==> src/rtl/dram_uart_dump.sv <==
// dram_uart_dump
//   Reads a contiguous region of data memory through its external read port
//   and sends each byte on a UART TX line (8N1, LSB first). The dump starts on
//   a start request, and only from IDLE.
//
// Ports
//   clk       in   1   clock; all state changes on posedge
//   reset     in   1   synchronous, active-high reset
//   start     in   1   begin a dump; ignored unless IDLE
//   ext_addr  out 19   data memory extAddr (BASE_ADDR + byte index)
//   ext_data  in   8   data memory ext_d_out; valid the cycle after ext_addr changes
//   tx        out  1   UART serial output, idle high
//   busy      out  1   dump in progress (drops on the same edge that raises done)
//   done      out  1   one-cycle pulse after the last stop bit
module dram_uart_dump #(
    parameter logic [18:0] BASE_ADDR    = 19'd0,
    parameter int          LEN          = 16384,
    parameter int          CLKS_PER_BIT = 434
) (
    input  logic        clk,
    input  logic        reset,
    input  logic        start,
    output logic [18:0] ext_addr,
    input  logic [7:0]  ext_data,
    output logic        tx,
    output logic        busy,
    output logic        done
);

    localparam int IDX_W  = (LEN > 1) ? $clog2(LEN) : 1;
    localparam int BAUD_W = $clog2(CLKS_PER_BIT);

    typedef enum logic [2:0] {
        IDLE, FETCH, LOAD, START, DATA, STOP, DONE
    } state_t;

    state_t             state, next_state;
    logic [IDX_W-1:0]   idx;
    logic [BAUD_W-1:0]  baud_cnt;
    logic [2:0]         bit_cnt;
    logic [7:0]         shift;
    logic               baud_wrap;
    logic               last_byte;

    assign baud_wrap = (baud_cnt == BAUD_W'(CLKS_PER_BIT - 1));
    assign last_byte = (idx == IDX_W'(LEN - 1));

    // NOTE: non-blocking assignments in every clocked block, so all registers
    // update from the same pre-edge values regardless of statement order.
    always_ff @(posedge clk) begin
        if (reset) state <= IDLE;
        else       state <= next_state;
    end

    // NOTE: next_state gets its default before the case; any path that skips
    // an assignment would otherwise infer a latch.
    always_comb begin
        next_state = state;
        case (state)
            IDLE:    if (start) next_state = FETCH;
            FETCH:   next_state = LOAD;
            LOAD:    next_state = START;
            START:   if (baud_wrap) next_state = DATA;
            DATA:    if (baud_wrap && bit_cnt == 3'd7) next_state = STOP;
            STOP:    if (baud_wrap) next_state = last_byte ? DONE : FETCH;
            DONE:    next_state = IDLE;
            default: next_state = IDLE;
        endcase
    end

    // Datapath and registered outputs. tx is loaded one edge ahead of the bit
    // it shows, so the line changes exactly on the state-transition edges.
    always_ff @(posedge clk) begin
        if (reset) begin
            tx       <= 1'b1;
            busy     <= 1'b0;
            done     <= 1'b0;
            ext_addr <= BASE_ADDR;
            idx      <= '0;
            baud_cnt <= '0;
            bit_cnt  <= '0;
            shift    <= '0;
        end else begin
            // busy stays up through DONE and falls when done rises.
            busy <= (next_state != IDLE);
            done <= (state == DONE);

            if (state == START || state == DATA || state == STOP)
                baud_cnt <= baud_wrap ? '0 : baud_cnt + BAUD_W'(1);
            else
                baud_cnt <= '0;

            case (state)
                IDLE: begin
                    if (start) begin
                        idx      <= '0;
                        ext_addr <= BASE_ADDR;
                    end
                end
                LOAD: begin
                    shift   <= ext_data;
                    tx      <= 1'b0;
                    bit_cnt <= '0;
                end
                START: begin
                    if (baud_wrap) tx <= shift[0];
                end
                DATA: begin
                    if (baud_wrap) begin
                        shift   <= shift >> 1;
                        bit_cnt <= bit_cnt + 3'd1;
                        tx      <= (bit_cnt == 3'd7) ? 1'b1 : shift[1];
                    end
                end
                STOP: begin
                    // Parameter range guarantees BASE_ADDR+idx never wraps.
                    if (baud_wrap && !last_byte) begin
                        idx      <= idx + IDX_W'(1);
                        ext_addr <= BASE_ADDR + 19'(idx) + 19'd1;
                    end
                end
                default: ;
            endcase
        end
    end

endmodule

==> config.mk <==
export PLATFORM = sky130hd
export DESIGN_NAME = dram_uart_dump
export DESIGN_NICKNAME = d
export VERILOG_FILES = /design/src/rtl/dram_uart_dump.sv
export SDC_FILE = /design/constraint.sdc
export NUM_CORES = 1
export LEC_CHECK = 0
export ABC_AREA = 1
export CORE_MARGIN = 1
export CORE_UTILIZATION = 40
export DETAILED_ROUTE_END_ITERATION = 12
export PLACE_DENSITY = 0.7
export SLEW_MARGIN = 30
export SYNTH_ARGS = -nofsm -noshare
export SYNTH_HDL_FRONTEND = slang
export SYNTH_SLANG_ARGS = --single-unit
==> constraint.sdc <==
create_clock -name clk -period 1.8 [get_ports clk]
set_input_delay 0.36 -clock clk [delete_from_list [all_inputs] [get_ports clk]]
set_output_delay 0.36 -clock clk [all_outputs]
set_load 0.01 [all_outputs]
# After elaboration in Yosys (flattened, before gate mapping)
# Cells that the tools add are included.
# op_classes
n_addsub	4
n_reduce_logical	14
mux	20
bitwise_logic	1
eq_ne	13
# ops
operator	n
$mux 19	2
$pmux 19 s2	1
$mux 14	2
$pmux 14 s2	1
$mux 3	6
$pmux 3 s6	1
$pmux 8 s2	1
$add 14x1->15 const B	1
$add 14x1->14 const B	1
$eq 14x14->1 const B	1
$eq 3x3->1 const B	4
$add 9x1->9 const B	1
$eq 9x9->1 const B	1
$mux 8	1
$eq 3x2->1 const B	2
$ne 2x2->1 const B	3
$pmux 3 s2	1
$reduce_and 3->1	2
$reduce_bool 3->1	2
$reduce_bool 2->1	2
$add 3x1->3 const B	1
$eq 3x1->1 const B	1
$logic_not 3->1	1
$mux 1	3
other kinds (8)	10
# totals
ff_bits	59
wordCells	61
inputBits	11

# Logic depth before layout (Yosys ltp)
# Gate-level depths: netlist of run 1.
# logic_depth
word_depth	5
mapped_depth	12
mapped_depth_nobuf	12

# Worst setup path before layout of run 1
# No wires, ideal clock.
# synth_path
kind	reg-to-reg
startpoint	reg idx[0]
endpoint	reg idx[3]
arrival_ns	1.468
period_less_slack_ns	1.585
path_buffers	1
slack_ns	0.215
stages_incl_launch_ff	10
setup_ns	0.117
path_cell_list	dfxtp_1 -> ha_1 -> nand3_2 -> nor2_2 -> nand2_1 -> nand3_4 -> nand2_4 -> buf_6 -> a21oi_1 -> nor2_1
# synth_between
elab_chain_len	5
# synth_lines
item	line_no	source
start, declared	38	logic [IDX_W-1:0] idx;
start signal, assigned	118	idx <= idx + IDX_W'(1);
parallel branches: the longest is 5 deep, another holds $add 14x1->14	n/a	
# Several ways; the timed one is not identified. The select of a mux whose other input is x is not followed.
# A chain may end at the register's enable or synchronous reset.

==> results of run 1 <==
## cell type report
cell class	count	area [µm²]
fill	515	2510
clock inverter	3	65.1
clock buffer	5	68.8
tap	70	87.6
inverter	34	129
multi-input combinational	231	1150
timing repair buffer	36	340
sequential	41	823
## per-stage QoR
step | util (%) | instance area (µm²) | total power, W
3_5_place_dp | 48.8 | 2520 | 0.00135
4_1_cts | 51.4 | 2660 | 0.00222
6_report | 51.5 | 2670 | 0.00221
3_3_place_gp | 48.8 | 2520 | 0.00134
2_1_floorplan | - | 2170 | 0.00125
5_1_grt | 51.5 | 2670 | 0.00232
## report_power, final
part	leakage (nW)	switching (W)	internal [W]	total, W
clock	0.0681	0.000323	0.000551	0.000873
sequential	0.333	0.0000398	0.000972	0.00101
combinational	0.675	0.000189	0.000132	0.000321
total	1.08	0.000552	0.00165	0.00221
## state kept, by name, indices dropped and copies added, names as in the netlist
signal,count
idx,13
baud_cnt,9
shift,8
bit_cnt,3
state,3
ext_addr,2
busy,1
done,1
tx,1
## cell families after synthesis
group | Yosys count | synth area share [%]
other | 1 | 0.173
adders and majority gates | 5 | 2.89
and+or+nand+nor | 170 | 34.7
buffers and inverters | 44 | 9.49
xor gates and xnor gates | 4 | 1.62
AOI/OAI and AO/OA | 48 | 13.1
DFF | 41 | 38.0
## synth_stat cells (all sizes together)
cell type  instances
nor4               1
xor2               2
xnor2              2
ha                 5
o211ai             1
nor3               1
a22o               1
o21ai             16
dfxtp             41
clkinv             2
and3               1
nand3             23
o22ai              1
buf                9
inv               32
nand2             85
o21bai             2
clkbuf             1
conb               1
a31oi              9
nor3b              4
a21oi             18
nor2              50
nand4              5
## metal layers
metal  share of wire, %  wire length [µm]  global-route usage (%)  vias to the layer above
met3                4.1               183                    3.57                        5
met2                 47              2110                    30.7                       54
met5                  0                 0                       0                        -
li1                   -                 -                       -                     1075
met1                 48              2160                    22.7                      891
met4                1.1                49                    6.17                        0
## path summary, 6_finish.rpt
check,endpoint,depth (start not counted),from
setup / recovery,ext_addr[8],1,idx[8]
hold / removal,ext_addr[14],2,ext_addr[14]
setup reg to reg,busy,10,idx[0]
hold reg to reg,ext_addr[14],2,ext_addr[14]
## repair_timing
action / CTS / global route
setup endpoints to repair: 0 / 12
resized for setup: 0 / 4
setup buffers: 0 / 0
==> impl_metrics.env, run 1 <==
export IMPL_status="complete, no violations"
export IMPL_crit_path_max_incr_delay_ps=580
export IMPL_p_leak_nw=1.08
export IMPL_critPathKind="flop to output pin"
export IMPL_slowest_stage="clkdlybuf4s50_1"
export IMPL_grt_max_degree=20
export IMPL_io_buffer_count=28
export IMPL_syn2layout_area_growth_pct=23.3
export IMPL_synth_top_area_share_pct=38.0
export IMPL_cp_cell_sequence="clkdlybuf4s50_1"
export IMPL_grt_usage_pct=18.0
export IMPL_drc=0
export IMPL_mostFrequentLayoutCells="nand2_1, nor2_1, dfxtp_1"
export IMPL_layout_commonest_cell="nand2_1"
export IMPL_wl_um=4510
export IMPL_cp_max_fo=6
export IMPL_cp_end_kind="output pin"
export IMPL_die_x_um=75.5
export IMPL_r2r_setup_slack_ps=130
export IMPL_num_rows=26
export IMPL_io_pins=33
export IMPL_synth_cells=313
export IMPL_syn_avg_cell_area_um2=6.91
export IMPL_ys_seq_area_share_pct=38.0
export IMPL_synth_area_leaders="dfxtp_1, nand2_1, nor2_1"
export IMPL_n_antenna_cell=0
export IMPL_path_buf_inv=1
export IMPL_cts_root_buffer="clkbuf_8"
export IMPL_synth_top_cell_by_area="dfxtp_1"
export IMPL_holdWs_ps=456
export IMPL_die_h_um=75.5
export IMPL_dp_hpwl_um=3360
export IMPL_postCtsHoldBufs=0
export IMPL_drt_first_pass_iters=4
export IMPL_rsz0062_at_grt="no"
export IMPL_setup_tns_ps=0
export IMPL_ys_ff_latch=41
export IMPL_crit_family="buffers and inverters"
export IMPL_post_route_worst_setup_slack_ps=123
export IMPL_tritoncts="done"
export IMPL_first_iter_violations=135
export IMPL_clock_sinks=41
export IMPL_drive_gt1_share_pct=10.9
export IMPL_dpl_cell_count=412
export IMPL_ctsHtreeMaxLevel=2
export IMPL_p_per_area_nw_per_um2=827
export IMPL_synth_cell_area_um2=2160
export IMPL_vias_per_cell=4.82
export IMPL_antenna_found_initial=0
export IMPL_cp_required_ps=1440
export IMPL_overflow=0
export IMPL_ant_nets=0
export IMPL_finalCritPeriodShare_pct=93.1
export IMPL_yosysUniqueCellTypes=37
export IMPL_cts_buffer_depth=2
export IMPL_hold_violations=0
export IMPL_fin_nets=365
export IMPL_die_area_um2=5700
export IMPL_clk_latency_ps=300
export IMPL_clkTransAtPathRegs_ps=80
export IMPL_cp_start_kind="flop"
export IMPL_grt_pass1_vias=1884
export IMPL_timing_fmax_mhz=596
export IMPL_hold_class="flop to flop"
export IMPL_cp_arrival_ps=1320
export IMPL_dp_slack_ps=78.7
export IMPL_cts_buffers=5
export IMPL_finalMaxSlewViolations=0
export IMPL_ys_warnings_count=0
export IMPL_finalSetupViolCount=0
export IMPL_finalNonFillerCells=420
export IMPL_skew_ps=9.58
export IMPL_finalCriticalPeriod_ps=1680
export IMPL_peakVddDrop_mv=0.549
export IMPL_grt_pass1_wl_um=7950
export IMPL_num_vias=2025
export IMPL_start_util_pct=41.8
export IMPL_core_area_um2=5170
export IMPL_wl_per_cell_um=10.7
export IMPL_drv_cap=0
export IMPL_routabilityCongestion=0.786
Note: power is estimated with default switching activity, not from simulation.
==> inputs of run 2 (changes only) <==
--- a/config.mk
+++ b/config.mk
@@ -8,6 +8,7 @@
 export ABC_AREA = 1
 export CORE_MARGIN = 1
 export CORE_UTILIZATION = 40
+export CTS_BUF_LIST = sky130_fd_sc_hd__clkbuf_2
 export DETAILED_ROUTE_END_ITERATION = 12
 export PLACE_DENSITY = 0.7
 export SLEW_MARGIN = 30
==> run 2 against run 1 <==
  * Non-clock buffer count unchanged
  * Via count up 0.40%
  * Setup slack worse by 57 ps
  * Register-to-register slack barely moved
  * Largest cell class unchanged
  * Critical path depth stayed put
  * Final area decreased by 0.80%
  * Maximum frequency is 3.3% lower
  * Utilization decreased by 0.41 points
  * Largest power group unchanged
  * Wire length is 0.69% higher
==> impl_metrics.env, run 2 (synthesis results as in run 1) <==
export IMPL_status="complete, no violations"
export IMPL_finalMaxSlewViolations=0
export IMPL_drive_gt1_share_pct=14.6
export IMPL_seq_power_share_pct=50.3
export IMPL_peakVddDrop_mv=0.497
export IMPL_path_depth=1
export IMPL_fin_nets=365
export IMPL_die_h_um=75.5
export IMPL_die_area_um2=5700
export IMPL_cp_startpoint="idx[4]"
export IMPL_start_util_pct=41.8
export IMPL_cts_buffers=5
export IMPL_critPathKind="flop to output pin"
export IMPL_die_x_um=75.5
export IMPL_drv_cap=0
export IMPL_vias_per_cell=4.84
export IMPL_drc=0
export IMPL_antenna_found_initial=0
export IMPL_use_met3_pct=3.17
export IMPL_timing_fmax_mhz=577
export IMPL_clk_latency_ps=400
export IMPL_syn2layout_area_growth_pct=22.3
export IMPL_mostFrequentLayoutCells="nand2_1, nor2_1, inv_1"
export IMPL_first_iter_violations=118
export IMPL_switching_power_w=0.000538
export IMPL_wl_per_cell_um=10.8
export IMPL_slowest_stage="clkdlybuf4s50_1"
export IMPL_grt_pass1_wl_um=7970
export IMPL_crit_path_end="ext_addr[4]"
export IMPL_routabilityCongestion=0.786
export IMPL_ctsHtreeMaxLevel=2
export IMPL_pwr_share_comb_pct=15.9
export IMPL_grt_max_degree=20
export IMPL_intPower_w=0.00148
export IMPL_finalCoreUtilization_pct=51.1
export IMPL_clock_sinks=41
export IMPL_grt_usage_pct=17.8
export IMPL_max_slew_margin_rel_pct=64.9
export IMPL_finalCritPeriodShare_pct=96.3
export IMPL_grt_busiest_layer="met2"
export IMPL_crit_family="buffers and inverters"
export IMPL_cp_required_ps=1440
export IMPL_clkTransAtPathRegs_ps=230
export IMPL_met2_usage_pct=31.0
export IMPL_drt_first_pass_iters=4
export IMPL_cts_root_buffer="clkbuf_2"
export IMPL_rsz0062_at_grt="no"
export IMPL_layout_commonest_cell="nand2_1"
export IMPL_nFillCells=515
export IMPL_cp_arrival_ps=1370
export IMPL_crit_path_max_incr_delay_ps=550
export IMPL_skew_ps=27.9
export IMPL_tritoncts="done"
export IMPL_num_rows=26
export IMPL_num_vias=2033
export IMPL_dp_hpwl_um=3360
export IMPL_swShare_pct=26.7
export IMPL_n_antenna_cell=0
export IMPL_use_met1_pct=22.8
export IMPL_hold_violations=0
export IMPL_finalCriticalPeriod_ps=1730
export IMPL_largestRegisters="idx (13), baud_cnt (9), shift (8)"
export IMPL_ff2ff_path_depth=10
export IMPL_worstMarginPinSlew_ps=526
export IMPL_overflow=0
export IMPL_path_buf_inv=1
export IMPL_cp_cell_sequence="clkdlybuf4s50_1"
export IMPL_p_leak_nw=1.09
export IMPL_setup_tns_ps=0
export IMPL_r2r_setup_slack_ps=120
export IMPL_r2r_start="idx[0]"
export IMPL_finalSetupViolCount=0
export IMPL_hold_class="flop to flop"
export IMPL_cp_end_kind="output pin"
export IMPL_wl_um=4540
export IMPL_worstHoldPathCells=1
export IMPL_io_buffer_count=28
export IMPL_cts_buffer_depth=2
export IMPL_top_register="idx"
export IMPL_largest_reg_flops=13
export IMPL_cp_max_fo=5
export IMPL_grt_pass1_vias=1897
export IMPL_io_pins=33
export IMPL_timing_rr_end="busy"
export IMPL_power_share_clock_pct=33.8
export IMPL_p_per_area_nw_per_um2=761
export IMPL_core_area_um2=5170
export IMPL_cp_start_kind="flop"
export IMPL_ant_nets=0
run 2: changes by cell type in the layout (fill, tap and decap cells not counted), sizes merged:
cell and delta:
dlymetal6s2s +1, clkdlybuf4s50 -2, dlygate4sd2 +1
run 2: power groups by stage:
stage | clock network [W] | registers (W) | logic, W
finish | 0.000681 | 0.00101 | 0.000321
global placement | 0 | 0.00103 | 0.000313
detailed placement | 0 | 0.00103 | 0.000315
CTS | 0.000697 | 0.00101 | 0.000317
global route | 0.000731 | 0.00102 | 0.000366
floorplan | 0 | 0.00103 | 0.000223
run 2: worst min path at each step:
stage	slack, ps	from	endpoint
floorplan	430	baud_cnt[0]	baud_cnt[0]
global placement	440	ext_addr[14]	ext_addr[14]
detailed placement	450	ext_addr[14]	ext_addr[14]
CTS	470	ext_addr[14]	ext_addr[14]
global route	480	ext_data[3]	shift[3]
finish	450	baud_cnt[0]	baud_cnt[0]
run 2: area by class of cell:
cell class                 count  area (µm²)  share of cell area [%]
clock buffer                   5        25.0                   0.946
clock inverter                 3        65.1                    2.46
inverter                      34         129                    4.87
multi-input combinational    231        1150                    43.6
sequential                    41         845                    31.9
tap                           70        87.6                    3.31
timing repair buffer          36         342                    12.9
run 2: repair_timing:
item / in CTS / in global routing
hold endpoints to repair: 0 / 0
gates resized for setup: 7 / 14
setup buffers: 0 / 0
pin swaps: 0 / 0
hold buffers: 0 / 0
endpoints found under the setup margin: 6 / 25
run 2: per-stage QoR:
step | instances | setup slack, ps | hold WS, ps | cell area, µm² | power [W]
2_1_floorplan | 316 | 215 | 433 | 2170 | 0.00125
3_3_place_gp | 412 | 105 | 443 | 2520 | 0.00134
3_5_place_dp | 412 | 78.7 | 447 | 2520 | 0.00135
4_1_cts | 420 | 2.84 | 473 | 2620 | 0.00203
5_1_grt | 420 | 4.73 | 481 | 2650 | 0.00212
6_report | 420 | 66.7 | 451 | 2650 | 0.00201
run 2: per-layer routing:
layer | wire length (µm) | up-vias | part of all wire (%)
met5 | 0 | - | 0
met1 | 2200 | 918 | 48
li1 | - | 1074 | -
met3 | 145 | 5 | 3.2
met4 | 44 | 0 | 0.97
met2 | 2150 | 36 | 47
==> inputs of run 3 (changes only) <==
--- a/config.mk
+++ b/config.mk
@@ -6,6 +6,7 @@
 export NUM_CORES = 1
 export LEC_CHECK = 0
 export ABC_AREA = 1
+export ABC_CLOCK_PERIOD_IN_PS = 1800
 export CORE_MARGIN = 1
 export CORE_UTILIZATION = 40
 export CTS_BUF_LIST = sky130_fd_sc_hd__clkbuf_2
==> results of run 3 <==
Final layout, timing and power as in run 2 (identical DEF).
